<file path="src/rtl/morse_pkg.sv">
`default_nettype none
// ============================================================================
//  Module   : morse_pkg
//  Purpose  : Shared widths, character constants and fetcher state encoding.
//  Revision : 1.0 - initial release
// ============================================================================
package morse_pkg;

  localparam int MORSE_ADR_W  = 17;
  localparam int MORSE_DATA_W = 8;

  localparam logic [7:0] EOT_CHAR   = 8'h00;
  localparam logic [7:0] LOWER_A    = 8'h61;
  localparam logic [7:0] LOWER_Z    = 8'h7A;
  localparam logic [7:0] CASE_DELTA = 8'h20;

  typedef enum logic [2:0] {
    IDLE  = 3'd0,
    ISSUE = 3'd1,
    WAIT  = 3'd2,
    CHECK = 3'd3,
    DRAIN = 3'd4
  } fetch_state_e;

endpackage
`default_nettype wire

</file>
<file path="src/rtl/rom_text_fetcher_if.sv">
`default_nettype none
// ============================================================================
//  Module   : rom_text_fetcher_if
//  Purpose  : Control, ROM read bus and character stream of the text fetcher.
//  Revision : 1.0 - initial release
// ============================================================================
interface rom_text_fetcher_if #(
  parameter int ADR_W  = 17,
  parameter int DATA_W = 8
);
  logic              start;
  logic [ADR_W-1:0]  start_adr;
  logic              busy;
  logic              done;
  logic              rom_cs;
  logic [ADR_W-1:0]  rom_adr;
  logic [DATA_W-1:0] rom_data;
  logic [DATA_W-1:0] char;
  logic              char_valid;
  logic              char_ready;

  modport master (
    input  start, start_adr, rom_data, char_ready,
    output busy, done, rom_cs, rom_adr, char, char_valid
  );

  modport slave (
    output start, start_adr, rom_data, char_ready,
    input  busy, done, rom_cs, rom_adr, char, char_valid
  );
endinterface
`default_nettype wire

</file>
<file path="src/rtl/text_fifo.sv">
`default_nettype none
// ============================================================================
//  Module   : text_fifo
//  Purpose  : Small synchronous FIFO (power-of-two depth) for fetched text.
//  Revision : 1.0 - initial release
// ============================================================================
module text_fifo #(
  parameter int DEPTH = 4,
  parameter int WIDTH = 8,
  localparam int PTR_W = $clog2(DEPTH),
  localparam int CNT_W = PTR_W + 1
) (
  input  wire logic             clk,
  input  wire logic             rst,
  input  wire logic             push,
  input  wire logic [WIDTH-1:0] push_data,
  input  wire logic             pop,
  output logic      [WIDTH-1:0] head,
  output logic                  empty,
  output logic                  full,
  output logic      [CNT_W-1:0] free_cnt
);

  logic [WIDTH-1:0] r_mem [DEPTH];
  logic [PTR_W-1:0] r_wr_ptr;
  logic [PTR_W-1:0] r_rd_ptr;
  logic [CNT_W-1:0] r_count;
  logic             w_do_push;
  logic             w_do_pop;

  assign w_do_push = push && !full;
  assign w_do_pop  = pop && !empty;

  always_ff @(posedge clk) begin
    if (w_do_push) begin
      r_mem[r_wr_ptr] <= push_data;
    end
  end

  // Pointers wrap naturally because DEPTH is a power of two.
  always_ff @(posedge clk or posedge rst) begin
    if (rst) begin
      r_wr_ptr <= '0;
      r_rd_ptr <= '0;
      r_count  <= '0;
    end else begin
      if (w_do_push) r_wr_ptr <= r_wr_ptr + 1'b1;
      if (w_do_pop)  r_rd_ptr <= r_rd_ptr + 1'b1;
      case ({w_do_push, w_do_pop})
        2'b10:   r_count <= r_count + 1'b1;
        2'b01:   r_count <= r_count - 1'b1;
        default: r_count <= r_count;
      endcase
    end
  end

  assign head     = r_mem[r_rd_ptr];
  assign empty    = (r_count == '0);
  assign full     = (r_count == CNT_W'(DEPTH));
  assign free_cnt = CNT_W'(DEPTH) - r_count;

endmodule
`default_nettype wire

</file>
<file path="src/rtl/rom_text_fetcher.sv">
`default_nettype none
// ============================================================================
//  Module   : rom_text_fetcher
//  Purpose  : Walks the ROM from a start address, buffering text bytes into a
//             valid/ready character stream. Optional macro CASE_FOLD_EN folds
//             'a'..'z' to upper case before buffering.
//  Revision : 1.0 - initial release
// ============================================================================
module rom_text_fetcher
  import morse_pkg::*;
#(
  parameter int               ADR_W      = MORSE_ADR_W,
  parameter int               DATA_W     = MORSE_DATA_W,
  parameter int               FIFO_DEPTH = 4,
  parameter int               ROM_LAT    = 1,
  parameter logic [ADR_W-1:0] END_ADR    = {ADR_W{1'b1}}
) (
  input wire logic           clk,
  input wire logic           rst,
  rom_text_fetcher_if.master bus
);

  localparam logic [2:0] ST_IDLE  = IDLE;
  localparam logic [2:0] ST_ISSUE = ISSUE;
  localparam logic [2:0] ST_WAIT  = WAIT;
  localparam logic [2:0] ST_CHECK = CHECK;
  localparam logic [2:0] ST_DRAIN = DRAIN;

  localparam int LAT_W = (ROM_LAT > 1) ? $clog2(ROM_LAT) : 1;
  localparam int CNT_W = $clog2(FIFO_DEPTH) + 1;

  logic [2:0]        r_state;
  logic [ADR_W-1:0]  r_adr;
  logic [ADR_W-1:0]  r_last_adr;
  logic [LAT_W-1:0]  r_lat;
  logic [DATA_W-1:0] r_data;
  logic              r_busy;
  logic              r_done;

  logic              w_can_issue;
  logic              w_issue;
  logic              w_lat_last;
  logic              w_is_eot;
  logic              w_push;
  logic [DATA_W-1:0] w_push_data;
  logic [DATA_W-1:0] w_head;
  logic              w_empty;
  logic              w_full;
  logic [CNT_W-1:0]  w_free_cnt;

  assign w_can_issue = !w_full && (w_free_cnt != '0);
  assign w_issue     = (r_state == ST_ISSUE) && w_can_issue;
  assign w_lat_last  = (r_lat == LAT_W'(ROM_LAT - 1));
  assign w_is_eot    = (r_data == DATA_W'(EOT_CHAR));
  assign w_push      = (r_state == ST_CHECK) && !w_is_eot;

  // Terminator detection above always looks at the raw byte.
  always_comb begin
    w_push_data = r_data;
`ifdef CASE_FOLD_EN
    if ((r_data >= DATA_W'(LOWER_A)) && (r_data <= DATA_W'(LOWER_Z))) begin
      w_push_data = r_data - DATA_W'(CASE_DELTA);
    end
`endif
  end

  always_ff @(posedge clk or posedge rst) begin
    if (rst) begin
      r_state    <= ST_IDLE;
      r_adr      <= '0;
      r_last_adr <= '0;
      r_lat      <= '0;
      r_data     <= '0;
      r_busy     <= 1'b0;
      r_done     <= 1'b0;
    end else begin
      case (r_state)
        ST_IDLE: begin
          if (bus.start) begin
            r_adr   <= bus.start_adr;
            r_done  <= 1'b0;
            r_busy  <= 1'b1;
            r_state <= ST_ISSUE;
          end
        end
        ST_ISSUE: begin
          if (w_can_issue) begin
            r_last_adr <= r_adr;
            r_lat      <= '0;
            r_state    <= ST_WAIT;
          end
        end
        ST_WAIT: begin
          if (w_lat_last) begin
            r_data  <= bus.rom_data;
            r_state <= ST_CHECK;
          end else begin
            r_lat <= r_lat + 1'b1;
          end
        end
        ST_CHECK: begin
          if (w_is_eot || (r_adr == END_ADR)) begin
            r_state <= ST_DRAIN;
          end else begin
            r_adr   <= r_adr + 1'b1;
            r_state <= ST_ISSUE;
          end
        end
        ST_DRAIN: begin
          if (w_empty) begin
            r_done  <= 1'b1;
            r_busy  <= 1'b0;
            r_state <= ST_IDLE;
          end
        end
        default: r_state <= ST_IDLE;
      endcase
    end
  end

  text_fifo #(
    .DEPTH (FIFO_DEPTH),
    .WIDTH (DATA_W)
  ) u_fifo (
    .clk       (clk),
    .rst       (rst),
    .push      (w_push),
    .push_data (w_push_data),
    .pop       (bus.char_ready),
    .head      (w_head),
    .empty     (w_empty),
    .full      (w_full),
    .free_cnt  (w_free_cnt)
  );

  // rom_adr shows the live address only while a read is issued, otherwise the last one.
  assign bus.rom_cs     = w_issue;
  assign bus.rom_adr    = w_issue ? r_adr : r_last_adr;
  assign bus.char       = w_head;
  assign bus.char_valid = !w_empty;
  assign bus.busy       = r_busy;
  assign bus.done       = r_done;

endmodule
`default_nettype wire

</file>
<file path="src/flat_wrapper.sv">
// flat-port wrapper written by rule: the top's interface ports become plain ports
module rom_text_fetcher_flat import morse_pkg::*;
#(
  parameter int               ADR_W      = MORSE_ADR_W,
  parameter int               DATA_W     = MORSE_DATA_W,
  parameter int               FIFO_DEPTH = 4,
  parameter int               ROM_LAT    = 1,
  parameter logic [ADR_W-1:0] END_ADR    = {ADR_W{1'b1}}
)
  (clk, rst, bus_start, bus_start_adr, bus_rom_data, bus_char_ready, bus_busy, bus_done, bus_rom_cs, bus_rom_adr, bus_char, bus_char_valid);
  rom_text_fetcher_if #(.ADR_W(ADR_W), .DATA_W(DATA_W)) bus_i ();
  input wire logic clk;
  input wire logic rst;
  input wire logic [$bits(bus_i.start)-1:0] bus_start;
  input wire logic [$bits(bus_i.start_adr)-1:0] bus_start_adr;
  input wire logic [$bits(bus_i.rom_data)-1:0] bus_rom_data;
  input wire logic [$bits(bus_i.char_ready)-1:0] bus_char_ready;
  output wire logic [$bits(bus_i.busy)-1:0] bus_busy;
  output wire logic [$bits(bus_i.done)-1:0] bus_done;
  output wire logic [$bits(bus_i.rom_cs)-1:0] bus_rom_cs;
  output wire logic [$bits(bus_i.rom_adr)-1:0] bus_rom_adr;
  output wire logic [$bits(bus_i.char)-1:0] bus_char;
  output wire logic [$bits(bus_i.char_valid)-1:0] bus_char_valid;
  assign bus_i.start = bus_start;
  assign bus_i.start_adr = bus_start_adr;
  assign bus_i.rom_data = bus_rom_data;
  assign bus_i.char_ready = bus_char_ready;
  assign bus_busy = bus_i.busy;
  assign bus_done = bus_i.done;
  assign bus_rom_cs = bus_i.rom_cs;
  assign bus_rom_adr = bus_i.rom_adr;
  assign bus_char = bus_i.char;
  assign bus_char_valid = bus_i.char_valid;
  rom_text_fetcher #(.ADR_W(ADR_W), .DATA_W(DATA_W), .FIFO_DEPTH(FIFO_DEPTH), .ROM_LAT(ROM_LAT), .END_ADR(END_ADR)) u_core (.clk(clk), .rst(rst), .bus(bus_i));
endmodule
</file>
<file path="config.mk">
export PLATFORM = sky130hd
export DESIGN_NAME = rom_text_fetcher_flat
export DESIGN_NICKNAME = d
export VERILOG_FILES = /design/src/rtl/morse_pkg.sv /design/src/rtl/rom_text_fetcher_if.sv /design/src/rtl/text_fifo.sv /design/src/rtl/rom_text_fetcher.sv /design/src/flat_wrapper.sv
export SDC_FILE = /design/constraint.sdc
export NUM_CORES = 1
export LEC_CHECK = 0
export CORE_ASPECT_RATIO = 1.75
export CORE_UTILIZATION = 55
export DETAILED_ROUTE_END_ITERATION = 7
export MAX_ROUTING_LAYER = met4
export PLACE_DENSITY = 0.82
export SYNTH_ARGS = -nofsm -noshare
export SYNTH_HDL_FRONTEND = slang
export SYNTH_SLANG_ARGS = --single-unit
</file>
<file path="constraint.sdc">
create_clock -name clk -period 4.5 [get_ports clk]
set_input_delay 0.9 -clock clk [delete_from_list [all_inputs] [get_ports clk]]
set_output_delay 0.9 -clock clk [all_outputs]
set_load 0.1 [all_outputs]
</file>
# After elaboration in Yosys (flattened, before gate mapping)
# Memory sizes are Yosys's and may differ from the RTL's.
# Cells that the tools add are included.
# op_classes
add_sub_neg	7
eq_ne	13
muxes	22
bitwise	1
n_reduce_logical	23
# op_table
operator	count
17-bit 2-to-1 mux	3
17-bit one-hot mux with 2 select lines	1
17-bit by 1-bit adder with 17-bit output, second input constant	1
17-bit == test, second input constant	1
3-bit 2-to-1 mux	5
3-bit one-hot mux with 5 select lines	1
8-bit zero test	1
1-bit 2-to-1 mux	8
2-bit nonzero test	4
3-bit by 2-bit == test with 1-bit output, second input constant	2
3-bit == test, second input constant	2
3-bit zero test	2
2-bit != test, second input constant	3
1-bit one-hot mux with 2 select lines	3
3-bit one-hot mux with 2 select lines	1
2-bit AND reduction	3
3-bit AND reduction	2
1-bit logical AND	5
2-bit by 1-bit adder with 2-bit output, second input constant	2
2-bit by 1-bit != test with 1-bit output, second input constant	2
4-bit AND reduction	1
3-bit by 1-bit adder with 3-bit output, second input constant	1
3-bit by 1-bit == test with 1-bit output, second input constant	1
1-bit zero test	3
8 further kinds	8
# word_totals
register_bits	55
mem_bits_rw	32
inputBits	29
output_inout_bits	29
wordCells	77
memories	1
# mem_list
memory	depth	width	read_ports	rd_ports_with_merged_regs	wr	line	rtl
u_core.u_fifo.r_mem	4	8	1	0	1	text_fifo.sv:24	logic [WIDTH-1:0] r_mem [DEPTH];

# Depth between registers and ports, before layout
# logic_depth
word_depth	6
mapped_depth	11
depth_no_buf	10

# Modules after synthesis
# A second synthesis with hierarchy kept.
# unflattened
cells_unflattened	302
hier_area_um2	4026.4
# modules_own_cells
mod	instances	cells_each	area_each_um2	seq_area_each_um2
rom_text_fetcher	1	216	2412.3	1176.1
text_fifo	1	86	1614.0	1136.1

# Least setup slack after synthesis
# No wires, ideal clock.
# synth_path
kind	register -> output
start	reg u_core.u_fifo.r_count[0]
end	out bus_rom_adr[5]
t_arrival_ns	3.830
slack_ns	-0.230
stages_incl_launch_ff	8
cell_sequence	dfrtp_1 -> nor2_1 -> ha_1 -> nor3b_1 -> or4b_1 -> buf_6 -> buf_12 -> o21ai_0
# synth_between
elab_chain_cells	5
# synth_lines
element	line	rtl
from (decl)	text_fifo.sv:27	logic [CNT_W-1:0] r_count;
from (signal assigned)	text_fifo.sv:50	2'b10: r_count <= r_count + 1'b1;
from (signal assigned)	text_fifo.sv:51	2'b01: r_count <= r_count - 1'b1;
from (signal assigned)	text_fifo.sv:52	default: r_count <= r_count;
3-bit subtractor / 3-bit == test (equally long branches)	text_fifo.sv:60, text_fifo.sv:59	
3-bit nonzero test / 1-bit zero test (equally long branches)	rom_text_fetcher.sv:51	assign w_can_issue = !w_full && (w_free_cnt != '0);
1-bit logical AND (*)	rom_text_fetcher.sv:51	
1-bit logical AND (*)	rom_text_fetcher.sv:52	assign w_issue = (r_state == ST_ISSUE) && w_can_issue;
17-bit 2-to-1 mux (*)	rom_text_fetcher.sv:138	assign bus.rom_adr = w_issue ? r_adr : r_last_adr;
to (decl)	flat_wrapper.sv:21	output wire logic [$bits(bus_i.rom_adr)-1:0] bus_rom_adr;
# Every way passes the cells marked *; elsewhere a longest branch is shown, timed or not.

# Worst setup path after layout
# layout_path
start	reg u_core.u_fifo.r_count[0]
end	out bus_rom_adr[16]
# Same word-level chain as after synthesis.

==> results.txt <==
final worst path period need -> 3.90 ns
Post-synth EDFFs -> 32
Port Buf Inserts -> 57
layout cells sized above 1 -> 24.3%
Setup Skew -> 0.00772 ns
Reg-to-Reg End -> u_core.u_fifo.r_count[2]$_DFFE_PP0P_
core area -> 0.00718 mm²
sequential share of the synthesized area -> 56.7%
die area -> 0.00777 mm²
Worst Hold Launch -> u_core.r_last_adr[3]$_DFFE_PP0P_
final std cells w/o fill -> 444
hold path endpoint -> u_core.r_last_adr[3]$_DFFE_PP0P_
syn_nets -> 342
cts bufs inserted -> 9
Vias/cell -> 5.92
Compound-Gate Fraction of Synth Area -> 11.8%
Area Growth Syn to Fin -> 19.5%
Root Driver -> clkbuf_16
First DRT Iteration DRCs -> 243
global-route wire length before repair -> 13400 µm
fin. max-slew vios -> 0
Critical Path Sink Type -> output pin
fin crit share -> 86.6%
top-area cell type share of the netlist area -> 33.1%
via count -> 2630
CTS tree -> yes
YS warnings -> 0
wire length per cell -> 18.5 µm
cell count after synthesis -> 303
Initial Util -> 56.8%
post-synthesis xor/xnor area fraction -> 1.29%
Adder-Cell Fraction of Synth Area -> 3.25%
largest family of logic cells by synthesized area -> multiplexers
hold crit path type -> register to register
Relative slew margins -> 32.6%
Post-CTS Resized -> 0
most frequent cell after synthesis -> dfrtp_1
Slew @ Worst Pin -> 1.01 ns
Synth cell types -> 58
number of global-route vias before repair -> 2737
Final HPWL DP -> 5840 µm
simple-gate portion of the synthesized area -> 10.1%
status -> finished, final reports clean
Fmax -> 257 MHz
clk buf depth -> 2
post-CTS setup buffers -> 0
Total GRT Usage -> 24.6%
Hold Path Cell Cnt -> 1
Reg-to-Reg Start -> u_core.r_state[2]$_DFFE_PP0P_
Reg clk slew, reported paths -> 0.06 ns
fin nets -> 392
slowest CP cell -> or4b_1
total I/O pin count -> 58
Synth top cells by count -> dfrtp_1, edfxtp_1, mux2_2, nand2_1
Chip Height -> 116 µm
CP required -> 3.60 ns
maxcap violations -> 0
Reg2Reg Depth -> 9
CTS H-tree depth -> 3
Site Rows -> 41
critical path arrival -> 3.00 ns
clock sink count -> 86
FFs w/ async S/R, synth -> 62.8%
Placed Instances -> 428
clock latency on the worst-skew pair -> 0.35 ns
DR DRC count -> 0
crit path cell chain -> nor2_1 -> ha_1 -> nor3b_1 -> or4b_1 -> mux2_4 -> buf_4
RD Place Congestion -> 0.889
Seq cells post-synth -> 86
startpoint types -> register
Post-Syn Area -> 0.00408 mm²
Critical Path Fanout Max -> 19
Hold Violations, Final -> 0
Syn Area/Cell -> 13.5 µm²
area leader, netlist -> dfrtp_1
Die W -> 67.1 µm
antenna-violating nets left -> 0
largest net degree at the start of global routing -> 35
RSZ-0062 raised after global routing -> no
ranking of synthesized cells by area -> dfrtp_1, edfxtp_1, mux2_2
final wirelength -> 8230 µm
Detailed Routing Iterations Pass 1 -> 4
GRT overflow -> 0
Setup TNS -> 0 ns
critical path's largest stage delay -> 0.94 ns
R2R setup slack -> 1.54 ns
Synth Flop Type -> dfrtp_1
CP Class -> register to output pin
mux cell area share after synthesis -> 12.5%
initial antenna violation count -> 0
ant diodes -> 0
final setup fails -> 0
CTS Hold Bufs -> 0
-- how the worst max path moves through the flow --
| stage | start | end | slack, ns | cells past startpoint |
|---|---|---|---|---|
| 5_1_grt | u_core.u_fifo.r_count[0]$_DFFE_PP0P_ | bus_rom_adr[16] | 0.45 | 6 |
| 4_1_cts | u_core.u_fifo.r_count[0]$_DFFE_PP0P_ | bus_rom_adr[16] | 0.57 | 6 |
| 6_report | u_core.u_fifo.r_count[0]$_DFFE_PP0P_ | bus_rom_adr[16] | 0.60 | 6 |
| 3_5_place_dp | u_core.u_fifo.r_count[0]$_DFFE_PP0P_ | bus_rom_adr[16] | 0.93 | 6 |
| 3_3_place_gp | u_core.u_fifo.r_count[0]$_DFFE_PP0P_ | bus_rom_adr[16] | 1.04 | 6 |
| 2_1_floorplan | u_core.u_fifo.r_count[0]$_DFFE_PP0P_ | bus_rom_adr[5] | 0.55 | 7 |
-- registers in the layout, indices dropped and copies added, names as in the netlist --
register and count:
u_core.bus.busy 1, u_core.u_fifo.r_count 3, u_core.r_data 8, u_core.r_state 3
u_core.u_fifo.r_rd_ptr 2, u_core.r_last_adr 17, u_core.u_fifo.r_wr_ptr 2, u_core.bus.done 1
u_core.r_adr 17, u_core.u_fifo.r_mem 32
-- routing by layer --
| layer | track usage (%) | part of all wire (%) | routed length [µm] |
|---|---|---|---|
| met1 | 26.3 | 38 | 3090 |
| met3 | 5.31 | 4.2 | 344 |
| met2 | 42.3 | 56 | 4630 |
| met4 | 10.9 | 2.0 | 161 |
| met5 | - | 0 | 0 |
-- placed cells by master, fill, tap and decap left out, drive strengths merged, types with 2 or more instances in the layout --
cell type and count:
clkinv 2, inv 15, and2 5, o2bb2a 8
ha 9, nand3 6, mux2 25, buf 20
xnor2 4, nand2 16, mux4 8, nand4 6
a22oi 4, clkinvlp 2, o22ai 5, o21ai 13
nor2 9, dfrtp 54, clkdlybuf4s50 39, mux2i 2
a31oi 6, or4 3, edfxtp 32, a21oi 13
and4 4, nor3 6, or2 2, and3 4
a2bb2oi 3, a211oi 5, clkbuf 9, nor2b 2
xor2 2, nor3b 2
-- cells by family after synthesis --
family                   Yosys count
AO/OA/AOI/OAI                     64
XOR/XNOR                           6
adder cells (fa/ha/maj)           10
buffers and inverters             32
flip-flops                        86
multiplexers                      35
AND/OR/NAND/NOR                   70
-- cell type report --
cell class	count	area (µm²)
clock buffers	9	225
clock inverters	7	57.6
fillers	539	2310
inverters	12	45.0
multi-input cells	185	1580
flip-flops and latches	86	2310
well taps	86	108
repair buffers	59	541
-- critical path: cells and delay by family (launching register included) --
| kind | cells | cell delay (ns) |
|---|---|---|
| adder cells (fa/ha/maj) | 1 | 0.26 |
| buffers and inverters | 1 | 0.24 |
| multiplexers | 1 | 0.48 |
| flip-flops | 1 | 0.41 |
| AND/OR/NAND/NOR | 3 | 1.27 |
-- metrics by stage --
stage / hold WS (ns) / instance area, µm² / utilization [%] / setup slack [ns]
2_1_floorplan: 0.489 / 4080 / - / 0.546
3_3_place_gp: 0.478 / 4590 / 63.9 / 1.04
3_5_place_dp: 0.480 / 4590 / 63.9 / 0.935
4_1_cts: 0.497 / 4870 / 67.8 / 0.571
5_1_grt: 0.508 / 4870 / 67.8 / 0.453
6_report: 0.496 / 4870 / 67.8 / 0.602
Power is not shown: default switching activity piles up to over one toggle a cycle in this logic, so the estimate is an artifact.
